==> src/rtl/keylock_pkg.sv <==
// Shared definitions for the keypad code accumulator.
//   KEY_CLR / KEY_BS / KEY_ENT : function key codes on key_code
//   state_t                    : accumulator FSM states
//   CODE_W                     : width of the decimal code value
//   is_digit()                 : true for key codes 0-9
package keylock_pkg;

    localparam int CODE_W = 32;

    localparam logic [3:0] KEY_CLR = 4'hA;
    localparam logic [3:0] KEY_BS  = 4'hB;
    localparam logic [3:0] KEY_ENT = 4'hC;

    typedef enum logic [1:0] {
        IDLE   = 2'd0,
        ENTRY  = 2'd1,
        RECALC = 2'd2,
        HOLD   = 2'd3
    } state_t;

    function automatic logic is_digit(input logic [3:0] code);
        return code <= 4'd9;
    endfunction

endpackage

==> src/rtl/digit_mac10.sv <==
// Combinational decimal multiply-accumulate: y_o = v_i*10 + d_i.
//   v_i : running value (CODE_W bits)
//   d_i : decimal digit 0-9
//   y_o : v_i*10 + d_i, CODE_W bits
// The x10 is done as (v<<3)+(v<<1) so no multiplier is inferred.
module digit_mac10
    import keylock_pkg::*;
(
    input  logic [CODE_W-1:0] v_i,
    input  logic [3:0]        d_i,
    output logic [CODE_W-1:0] y_o
);

    assign y_o = (v_i << 3) + (v_i << 1) + {{(CODE_W-4){1'b0}}, d_i};

endmodule

==> src/rtl/keypad_code_accum.sv <==
// Keypad code accumulator: turns single-cycle key events into a decimal
// code value for the keylock comparator.
//   hwclk        : clock, all state on rising edge
//   rst_n        : asynchronous active-low reset
//   key_valid    : key event strobe (accepted when key_ready is high)
//   key_code     : 0-9 digit, A clear, B backspace, C enter, D-F reserved
//   key_ready    : block accepts a key this cycle (IDLE or ENTRY)
//   value        : accumulated decimal code
//   digit_count  : digits currently held
//   value_valid  : 1-cycle pulse, value is a completed entry
//   entry_active : high in ENTRY/RECALC
//   err          : 1-cycle pulse, key rejected
//   dbg_state    : current FSM state, for observation
//
// Handshake: a key transfers on a rising edge where key_valid && key_ready.
// key_valid while key_ready is low is dropped; the source must not expect
// it to be held or retried.
module keypad_code_accum
    import keylock_pkg::*;
#(
    parameter int MAX_DIGITS  = 9,
    parameter int TIMEOUT_CYC = 50000000,
    parameter int HOLD_CYC    = 16
) (
    input  logic              hwclk,
    input  logic              rst_n,
    input  logic              key_valid,
    input  logic [3:0]        key_code,
    output logic              key_ready,
    output logic [CODE_W-1:0] value,
    output logic [3:0]        digit_count,
    output logic              value_valid,
    output logic              entry_active,
    output logic              err,
    output logic [1:0]        dbg_state
);

    // 9 decimal digits are the most that always fit in 32 bits.
    generate
        if (MAX_DIGITS > 9 || MAX_DIGITS < 1) begin : g_bad_max_digits
            $error("keypad_code_accum: MAX_DIGITS must be in 1..9");
        end
    endgenerate

    localparam int IDX_W   = (MAX_DIGITS > 1) ? $clog2(MAX_DIGITS) : 1;
    localparam int CNT_MAX = (TIMEOUT_CYC > HOLD_CYC) ? TIMEOUT_CYC : HOLD_CYC;
    localparam int TMR_W   = $clog2(CNT_MAX + 1);

    state_t            state_q;
    logic [CODE_W-1:0] value_q;
    logic [CODE_W-1:0] acc_q;       // hidden rebuild accumulator for RECALC
    logic [3:0]        count_q;
    logic [IDX_W-1:0]  idx_q;       // next stack entry to fold in RECALC
    logic [TMR_W-1:0]  tmr_q;       // idle timer in ENTRY, hold timer in HOLD
    logic              value_valid_q;
    logic              err_q;
    logic [3:0]        stack_q [MAX_DIGITS];

    logic              accept;
    logic [CODE_W-1:0] mac_v;
    logic [3:0]        mac_d;
    logic [CODE_W-1:0] mac_y;
    logic [IDX_W-1:0]  push_idx;
    logic [IDX_W-1:0]  pop_idx;

    assign key_ready    = (state_q == IDLE) || (state_q == ENTRY);
    assign accept       = key_valid && key_ready;
    assign push_idx     = count_q[IDX_W-1:0];
    assign pop_idx      = push_idx - 1'b1;

    // The single multiply-accumulate is shared: RECALC folds the stack into
    // acc_q, otherwise a new digit is folded into value_q.
    always_comb begin
        mac_v = value_q;
        mac_d = key_code;
        if (state_q == RECALC) begin
            mac_v = acc_q;
            mac_d = stack_q[idx_q];
        end
    end

    digit_mac10 u_mac (
        .v_i (mac_v),
        .d_i (mac_d),
        .y_o (mac_y)
    );

    always_ff @(posedge hwclk or negedge rst_n) begin
        if (!rst_n) begin
            state_q       <= IDLE;
            value_q       <= '0;
            acc_q         <= '0;
            count_q       <= '0;
            idx_q         <= '0;
            tmr_q         <= '0;
            value_valid_q <= 1'b0;
            err_q         <= 1'b0;
            for (int i = 0; i < MAX_DIGITS; i++) stack_q[i] <= '0;
        end else begin
            value_valid_q <= 1'b0;
            err_q         <= 1'b0;
            case (state_q)
                IDLE, ENTRY: begin
                    if (accept) begin
                        // Any accepted key restarts the idle timer, which
                        // also makes a key win over a same-cycle timeout.
                        tmr_q <= '0;
                        if (is_digit(key_code)) begin
                            if (count_q == 4'(MAX_DIGITS)) begin
                                err_q <= 1'b1;
                            end else begin
                                value_q           <= mac_y;
                                stack_q[push_idx] <= key_code;
                                count_q           <= count_q + 4'd1;
                                state_q           <= ENTRY;
                            end
                        end else begin
                            case (key_code)
                                KEY_CLR: begin
                                    value_q <= '0;
                                    count_q <= '0;
                                    state_q <= IDLE;
                                    for (int i = 0; i < MAX_DIGITS; i++) stack_q[i] <= '0;
                                end
                                KEY_BS: begin
                                    if (count_q == 4'd1) begin
                                        value_q    <= '0;
                                        count_q    <= '0;
                                        stack_q[0] <= '0;
                                        state_q    <= IDLE;
                                    end else if (count_q >= 4'd2) begin
                                        count_q          <= count_q - 4'd1;
                                        stack_q[pop_idx] <= '0;
                                        acc_q            <= '0;
                                        idx_q            <= '0;
                                        state_q          <= RECALC;
                                    end
                                end
                                KEY_ENT: begin
                                    if (count_q == 4'd0) begin
                                        err_q <= 1'b1;
                                    end else begin
                                        value_valid_q <= 1'b1;
                                        state_q       <= HOLD;
                                    end
                                end
                                default: err_q <= 1'b1;
                            endcase
                        end
                    end else if (state_q == ENTRY) begin
                        if (tmr_q == TMR_W'(TIMEOUT_CYC - 1)) begin
                            value_q <= '0;
                            count_q <= '0;
                            tmr_q   <= '0;
                            state_q <= IDLE;
                            for (int i = 0; i < MAX_DIGITS; i++) stack_q[i] <= '0;
                        end else begin
                            tmr_q <= tmr_q + 1'b1;
                        end
                    end
                end
                RECALC: begin
                    // One digit per cycle, oldest first; value_q only
                    // changes once the last remaining digit is folded in.
                    acc_q <= mac_y;
                    idx_q <= idx_q + 1'b1;
                    if (4'(idx_q) == count_q - 4'd1) begin
                        value_q <= mac_y;
                        tmr_q   <= '0;
                        state_q <= ENTRY;
                    end
                end
                HOLD: begin
                    if (tmr_q == TMR_W'(HOLD_CYC - 1)) begin
                        value_q <= '0;
                        count_q <= '0;
                        tmr_q   <= '0;
                        state_q <= IDLE;
                        for (int i = 0; i < MAX_DIGITS; i++) stack_q[i] <= '0;
                    end else begin
                        tmr_q <= tmr_q + 1'b1;
                    end
                end
                default: state_q <= IDLE;
            endcase
        end
    end

    assign value        = value_q;
    assign digit_count  = count_q;
    assign value_valid  = value_valid_q;
    assign err          = err_q;
    assign entry_active = (state_q == ENTRY) || (state_q == RECALC);
    assign dbg_state    = state_q;

endmodule

==> config.mk <==
export PLATFORM = sky130hd
export DESIGN_NAME = keypad_code_accum
export DESIGN_NICKNAME = d
export VERILOG_FILES = /design/src/rtl/keylock_pkg.sv /design/src/rtl/digit_mac10.sv /design/src/rtl/keypad_code_accum.sv
export SDC_FILE = /design/constraint.sdc
export NUM_CORES = 1
export LEC_CHECK = 0
export CELL_PAD_IN_SITES_DETAIL_PLACEMENT = 0
export CELL_PAD_IN_SITES_GLOBAL_PLACEMENT = 1
export CORE_UTILIZATION = 25
export CTS_CLUSTER_DIAMETER = 40
export DETAILED_ROUTE_END_ITERATION = 10
export PLACE_DENSITY_LB_ADDON = 0.1
export SYNTH_ARGS = -nofsm -noshare
export SYNTH_HDL_FRONTEND = slang
export SYNTH_SLANG_ARGS = --single-unit
export TNS_END_PERCENT = 50
==> constraint.sdc <==
create_clock -name hwclk -period 12.75 [get_ports hwclk]
set_input_delay 2.55 -clock hwclk [delete_from_list [all_inputs] [get_ports hwclk]]
set_output_delay 2.55 -clock hwclk [all_outputs]
set_load 0.02 [all_outputs]
Word-level counts from Yosys, hierarchy flattened
Cells that the tools add are included.

Add/subtract/negate cells: 6. Reductions and logical operators: 17. Bitwise operators: 5. Equality and inequality tests: 28. Order comparisons: 7. Mux-type cells: 82.

Operators with widths (count): $mux 32 (9); $mux 36 (7); $mux 31 (6); $pmux 36 s2 (2); $mux 26 (5); $pmux 32 s3 (1); $pmux 26 s3 (1); $mux 4 (19); $pmux 32 s2 (1); $pmux 31 s2 (1); $and 36x36->36 (1); $bwmux 36 (1); $not 36->36 (1); $add 32x32->32 (1); $add 32x4->32 (1); $demux 4 s4 (2); $add 26x1->26 const B (1); $eq 26x26->1 const B (1); $eq 26x4->1 const B (1); $pmux 4 s2 (3); $mux 2 (10); $ne 5x5->1 const B (4); $bmux 4 s4 (1); $eq 4x4->1 const B (4); 31 further kinds (61).

Register bits after elaboration: 137.

Longest topological paths before layout
Gate-level depths: netlist (run 1).

Word-level depth: 14. Mapped depth: 18.

Modules after synthesis
A second synthesis (run 1) with hierarchy kept.

Cells, all modules: 1105. Area, all modules: 9625.5 um^2.

By module, submodules not included: keypad_code_accum (times used 1, area an instance 7688.6 um^2, cells each 853, sequential area each 3453.3 um^2); digit_mac10 (times used 1, area an instance 1936.9 um^2, cells each 252, sequential area each 0.0 um^2).

Least setup slack after synthesis (run 1)
OpenSTA, ideal clock, no wires.

Path kind: input to register. From: input port key_code[3]. To: register acc_q[23]. Stages on the path: 13. Path slack: 6946 ps. Data arrival time: 5700 ps. Setup time: 104 ps. Cells stage by stage: clkbuf_1 > clkbuf_1 > o21ai_0 > fa_1 > inv_1 > ha_1 > a211oi_1 > o21a_1 > or3_1 > a211oi_1 > o21ai_1 > o21a_1 > o311ai_1.

Cells in the longest elaborated chain, start to end: 3.

RTL lines: start: declaration (RTL line keypad_code_accum.sv:28) `input logic [3:0] key_code,`; $mux 4, or another cell as far along (RTL line keypad_code_accum.sv:76) `if (state_q == RECALC) begin`; $add 32x4->32, or another cell as far along (RTL line digit_mac10.sv:14) `assign y_o = (v_i << 3) + (v_i << 1) + {{(CODE_W-4){1'b0}}, d_i};`; $pmux 31 s2 / $reduce_and 6->1 (equally long branches); end signal: assignment (RTL line keypad_code_accum.sv:165) `acc_q <= mac_y;`; end: declaration (RTL line keypad_code_accum.sv:51) `logic [CODE_W-1:0] acc_q;`.

Parallel ways exist; a longest one is shown, timed or not. A chain may end at the register's enable or synchronous reset.

Final worst setup path (run 1)
From: input port key_code[3]. To: register acc_q[25].

The elaborated chain is that of the path after synthesis.

==> results of run 1 <==
[cell type report]
| type | instances | area, µm² |
|---|---|---|
| fill | 3830 | 25100 |
| multi-input combinational | 732 | 5430 |
| sequential | 137 | 3430 |
| tap | 461 | 577 |
| timing repair buffer | 59 | 564 |
| clock buffer | 18 | 439 |
| clock inverter | 14 | 149 |
| inverter | 27 | 101 |
[power by group through the flow]
stage                     Sequential [mW]  Combinational [mW]  Clock [mW]
after floorplan                     0.534               0.421           0
after global placement              0.522               0.668           0
after detailed placement            0.522               0.662           0
after CTS                           0.515               0.663       0.535
after global routing                0.521               0.732       0.550
final                               0.514               0.654       0.517
[logic make-up after synthesis]
kind of cell	count (synthesis)	share of synthesized area
compound gates	276	0.229
xor+xnor	29	0.0303
fa+ha+maj	72	0.100
buf+inv	72	0.0313
flops	137	0.376
mux	48	0.0677
simple gates	307	0.166
[layer usage]
layer | wire length, µm | track usage | vias to the layer above
li1 | - | - | 3633
met1 | 15000 | 0.241 | 3758
met2 | 12900 | 0.255 | 96
met3 | 739 | 0.0224 | 23
met4 | 366 | 0.0493 | 0
met5 | 0 | 0 | -
[flip-flops by register name, indices dropped and copies added (netlist names)]
name / count
stack_q: 36
value: 32
acc_q: 31
tmr_q: 26
digit_count: 4
idx_q: 4
dbg_state: 2
err: 1
value_valid: 1
[through the flow]
| step | hold slack (ns) | power (mW) | utilization | worst slack, ns | std cells |
|---|---|---|---|---|---|
| 3_5_place_dp | 0.452 | 1.18 | 0.283 | 6.02 | 1416 |
| 6_report | 0.465 | 1.69 | 0.299 | 6.50 | 1448 |
| 3_3_place_gp | 0.445 | 1.19 | 0.283 | 6.02 | 1416 |
| 4_1_cts | 0.468 | 1.71 | 0.299 | 6.46 | 1448 |
| 5_1_grt | 0.499 | 1.80 | 0.299 | 6.13 | 1448 |
| 2_1_floorplan | 0.433 | 0.954 | - | 6.95 | 941 |
[worst max-delay path: stages]
cell	delay [ns]
clkdlybuf4s50_1	0.46
buf_4	0.24
o21ai_0	0.15
fa_1	0.54
inv_1	0.07
ha_1	0.29
a211oi_1	0.10
o21a_1	0.22
or3_1	0.40
a211oi_1	0.60
o21ai_1	0.40
o21a_1	0.29
o311ai_1	0.27
[cells in the final DEF (no fill, tap or decap), types with 12 or more instances in the layout]
master	Yosys	routed
o21ai_0	50	50
mux2_2	30	30
o31ai_1	16	16
nor3_1	16	16
nand2_1	109	109
clkbuf_16	0	17
dfrtp_1	137	137
ha_1	70	69
and2_1	16	16
nor2_1	54	53
a21oi_1	29	29
a32o_1	29	29
clkdlybuf4s50_1	0	47
nand2b_1	12	12
a22o_1	48	48
xnor2_1	21	21
o21a_1	12	12
nand3_1	35	35
inv_1	27	27
[final timing paths]
check / start / end / slack [ns]
setup / recovery: key_code[3] / acc_q[25] / 6.50
hold reg to reg: acc_q[5] / acc_q[5] / 0.46
max in group asynchronous: rst_n / acc_q[11] / 9.21
setup reg to reg: dbg_state[0] / acc_q[25] / 7.35
min in group asynchronous: rst_n / tmr_q[17] / 2.15
hold / removal: acc_q[5] / acc_q[5] / 0.46
==> reports/qor.txt, run 1 <==
Run status: complete, but fails checks
Failing checks: DRC
Post-place instance area: 10100 µm²
Largest net degree at the start of global routing: 76
Post-synth top area cell: dfrtp_1
GRT overflow: 0
Clock power share: 0.307
R2r worst-path depth: 13
RD Place Congestion: 0.761
Root Buffer: clkbuf_16
Startpoint Class: primary input
Layout Nets: 1053
Max clock buf depth: 2
Switching power: 693 µW
Routed WL: 29.1 mm
Crit Path Class: in2reg
Initial Util: 0.255
Unrepaired setup endpoints after global routing: no
Area contributors post-synth: dfrtp_1, ha_1, a22o_1, nand2_1, mux2_2
Async S/R FF share, synth: 1.00
Row cnt: 69
PortBufs: 48
Register area share after synthesis: 0.376
Vias: 7510
Detailed placement HPWL: 20.5 mm
Final setup TNS: 0 ns
Sw Ratio: 0.411
Arrival @ worst endpoint: 6.59 ns
Post-Syn Instances: 941
Starting DRT DRC Count: 422
Pleak: 4.74 nW
Avg Vias per Cell: 5.19
Yosys cell types: 78
Slew HR: 0.402
Yosys reg bits: 137
Post-Syn Area per Cell: 9.70 µm²
Cell Area, Synth: 9130 µm²
Synth warn: 0
Hold Buf Count CTS: 0
Number of synthesized flops with an enable pin: 0
Pint: 993 µW
Fmax: 0.160 GHz
Hold-critical path depth: 2
Vias in the first global route: 7848
Core area: 35700 µm²
Worst hold path class: reg2reg
Share of the synthesized area in the top cell type: 0.376
Endpoints failing hold: 0
# H-tree levels: 4
Clock transition at path regs: 0.07 ns
Drt pass-1 iters: 9
Max_cap viols: 0
Die Area: 37300 µm²
PwrDens: 158 nW/µm²
CP max FO: 17
Finished Cell Area: 10700 µm²
Ys flop type: dfrtp_1
Final Max Tran Viols: 0
Die width: 193 µm
CTS Sinks: 137
Top post-synthesis cells by count: dfrtp_1, nand2_1, ha_1
# diodes: 0
Fraction of layout cells with a size suffix above 1: 0.105
Area delta synth->final: 17.1%
CTS buffer count: 17
First-pass GRT wire length: 47.1 mm
Syn Nets: 1020
Post-CTS Resized: 0
Post-CTS Repair Setup Buffers: 0
Gate power share: 0.388
Routed Antenna Nets: 0
Slew of the pin with the lowest slew margin: 0.874 ns
WP data required: 13.09 ns
Final setup fails: 0
Most frequent cell after synthesis: dfrtp_1
Fin crit period: 6.25 ns
Wire per inst: 20.1 µm
Initial antenna violation count: 0
Clock skew: 0.0204 ns
Fin crit share: 0.490
Clk Latency, worst-skew pair: 0.45 ns
TritonCTS clock tree: done
Worst VDD drop: 0.000105 V
Io pins: 49
Residual DRC count: 1
Gr usage total: 0.166
Die Ht: 193 µm
Flop pwr share: 0.305
CP Capture Type: flop
Note: power is estimated with default switching activity, not from simulation.
==> inputs of run 2 (changes only) <==
clock period = 5.8 ns   (was 12.75 ns; I/O delays follow)
==> run 2 against run 1 <==
Compared with the run above: the flow still finishes with violations (DRC); setup slack worse by 5.7 ns; routed wire length increased by 0.53%; register-to-register slack got worse by 6.6 ns; first-iteration DRC count shrank 23%; clock skew decreased by 0.0075 ns; critical path depth unchanged; cell count is 0.21% higher; flip-flop and latch count stayed put; total power rose by 120%; clock power up 110%; critical path type is now reg2reg.
==> reports/qor.txt, run 2 (synthesis gave the netlist of run 1 again) <==
RD Place Congestion: 0.766
PortBufs: 48
GRT overflow: 0
# diodes: 0
Wire per inst: 20.1 µm
Routed WL: 29.2 mm
Hold Buf Count CTS: 0
Hold WS: 0.468 ns
Final Max Tran Viols: 0
Placed cells: 1419
WP data required: 6.14 ns
Routed wl met2: 13.1 mm
Metal1 wirelength: 15.1 mm
Endpoints failing hold: 0
Final setup fails: 0
Largest net degree at the start of global routing: 48
CP Capture Type: flop
Worst hold path class: reg2reg
Die Ht: 193 µm
Drt pass-1 iters: 7
Arrival @ worst endpoint: 5.37 ns
Core area: 35700 µm²
Fin crit period: 5.03 ns
Max clock buf depth: 2
Max_cap viols: 0
Vias in the first global route: 7726
Clk Latency, worst-skew pair: 0.45 ns
Vias: 7478
Fin util: 0.300
Worst VDD drop: 0.000214 V
Detailed placement HPWL: 20.9 mm
TritonCTS clock tree: done
Clock transition at path regs: 0.07 ns
Most frequent cells in the layout: dfrtp_1, nand2_1, ha_1
Max reg flops: 36
Residual DRC count: 2
First-pass GRT wire length: 46.3 mm
Failing checks: DRC
Final setup TNS: 0 ns
Pleak: 4.74 nW
Slew of the pin with the lowest slew margin: 0.919 ns
Fraction of layout cells with a size suffix above 1: 0.108
Crit Path Class: reg2reg
Row cnt: 69
Root Buffer: clkbuf_16
Starting DRT DRC Count: 323
Routed Antenna Nets: 0
Avg Vias per Cell: 5.15
Run status: complete, but fails checks
PwrDens: 343 nW/µm²
Clock skew: 0.0129 ns
Die Area: 37300 µm²
Slew HR: 0.372
Area delta synth->final: 17.3%
Gr usage total: 0.164
Uppermost layer routed: met4
Met3 wire length: 754 µm
Commonest non-fill, non-tap cell in the layout: dfrtp_1
Initial antenna violation count: 0
Post-CTS Resized: 0
Layout Nets: 1056
Final std cells w/o fill: 1451
Top reg by flops: stack_q
CTS Sinks: 137
Fmax: 0.199 GHz
CP max FO: 33
Die width: 193 µm
Io pins: 49
Post-CTS Repair Setup Buffers: 0
Initial Util: 0.255
Fin crit share: 0.867
Unrepaired setup endpoints after global routing: no
Startpoint Class: flop
CTS buffer count: 17
# H-tree levels: 4
run 2: cell types whose count changed in the layout (fill, tap and decap cells not counted):
cell / delta
buf_12: +1
buf_4: +2
bufinv_16: -1
clkbuf_8: -1
clkinv_2: +1
clkinv_8: +1
clkinvlp_4: +1
inv_6: -4
inv_8: +3
run 2: per-layer routing:
metal,GRT usage,vias to the layer above
li1,-,3633
met1,0.235,3740
met2,0.254,86
met3,0.0261,19
met4,0.0475,0
met5,0,-
run 2: power breakdown:
group / internal (mW) / switching, mW / total [mW]
Combinational: 0.524 / 0.922 / 1.45
Sequential: 1.04 / 0.0926 / 1.13
Clock: 0.573 / 0.523 / 1.10
Total: 2.13 / 1.54 / 3.67
run 2: path summary, 6_finish.rpt:
| kind | from | end | slack, ns | cells after the start |
|---|---|---|---|---|
| setup reg to reg | dbg_state[0] | acc_q[23] | 0.77 | 13 |
| hold reg to reg | acc_q[1] | acc_q[1] | 0.47 | 2 |
| max in group asynchronous | rst_n | value[9] | 4.10 | 2 |
| setup / recovery | dbg_state[0] | acc_q[23] | 0.77 | 13 |
| min in group asynchronous | rst_n | tmr_q[23] | 0.65 | 1 |
| hold / removal | acc_q[1] | acc_q[1] | 0.47 | 2 |
run 2: cell type report:
type / instances / area (µm²)
Sequential cell: 137 / 3430
Clock buffer: 17 / 425
Clock inverter: 15 / 146
Multi-Input combinational cell: 732 / 5430
Timing Repair Buffer: 62 / 599
Inverter: 27 / 101
Tap cell: 461 / 577
Fill cell: 3813 / 25000
run 2: critical path, cell delays in order (launching register included):
cell and delay [ns]:
dfrtp_1 0.42, inv_1 0.13, ha_2 0.67, buf_12 0.30
mux2_2 0.39, ha_1 0.30, ha_1 0.41, and4_1 0.26
nand2_1 0.07, or3_1 0.43, a211oi_1 0.56, o21ai_1 0.40
o21a_1 0.29, o311ai_1 0.26
run 2: per-stage QoR:
| stage | worst slack (ns) | instance area (µm²) | power (mW) |
|---|---|---|---|
| finish | 0.770 | 10700 | 3.67 |
| global route | 0.355 | 10700 | 3.91 |
| CTS | 0.726 | 10700 | 3.73 |
| detailed placement | 0.759 | 10100 | 2.61 |
| global placement | 0.793 | 10100 | 2.62 |
| floorplan | 1.10 | 9130 | 2.10 |
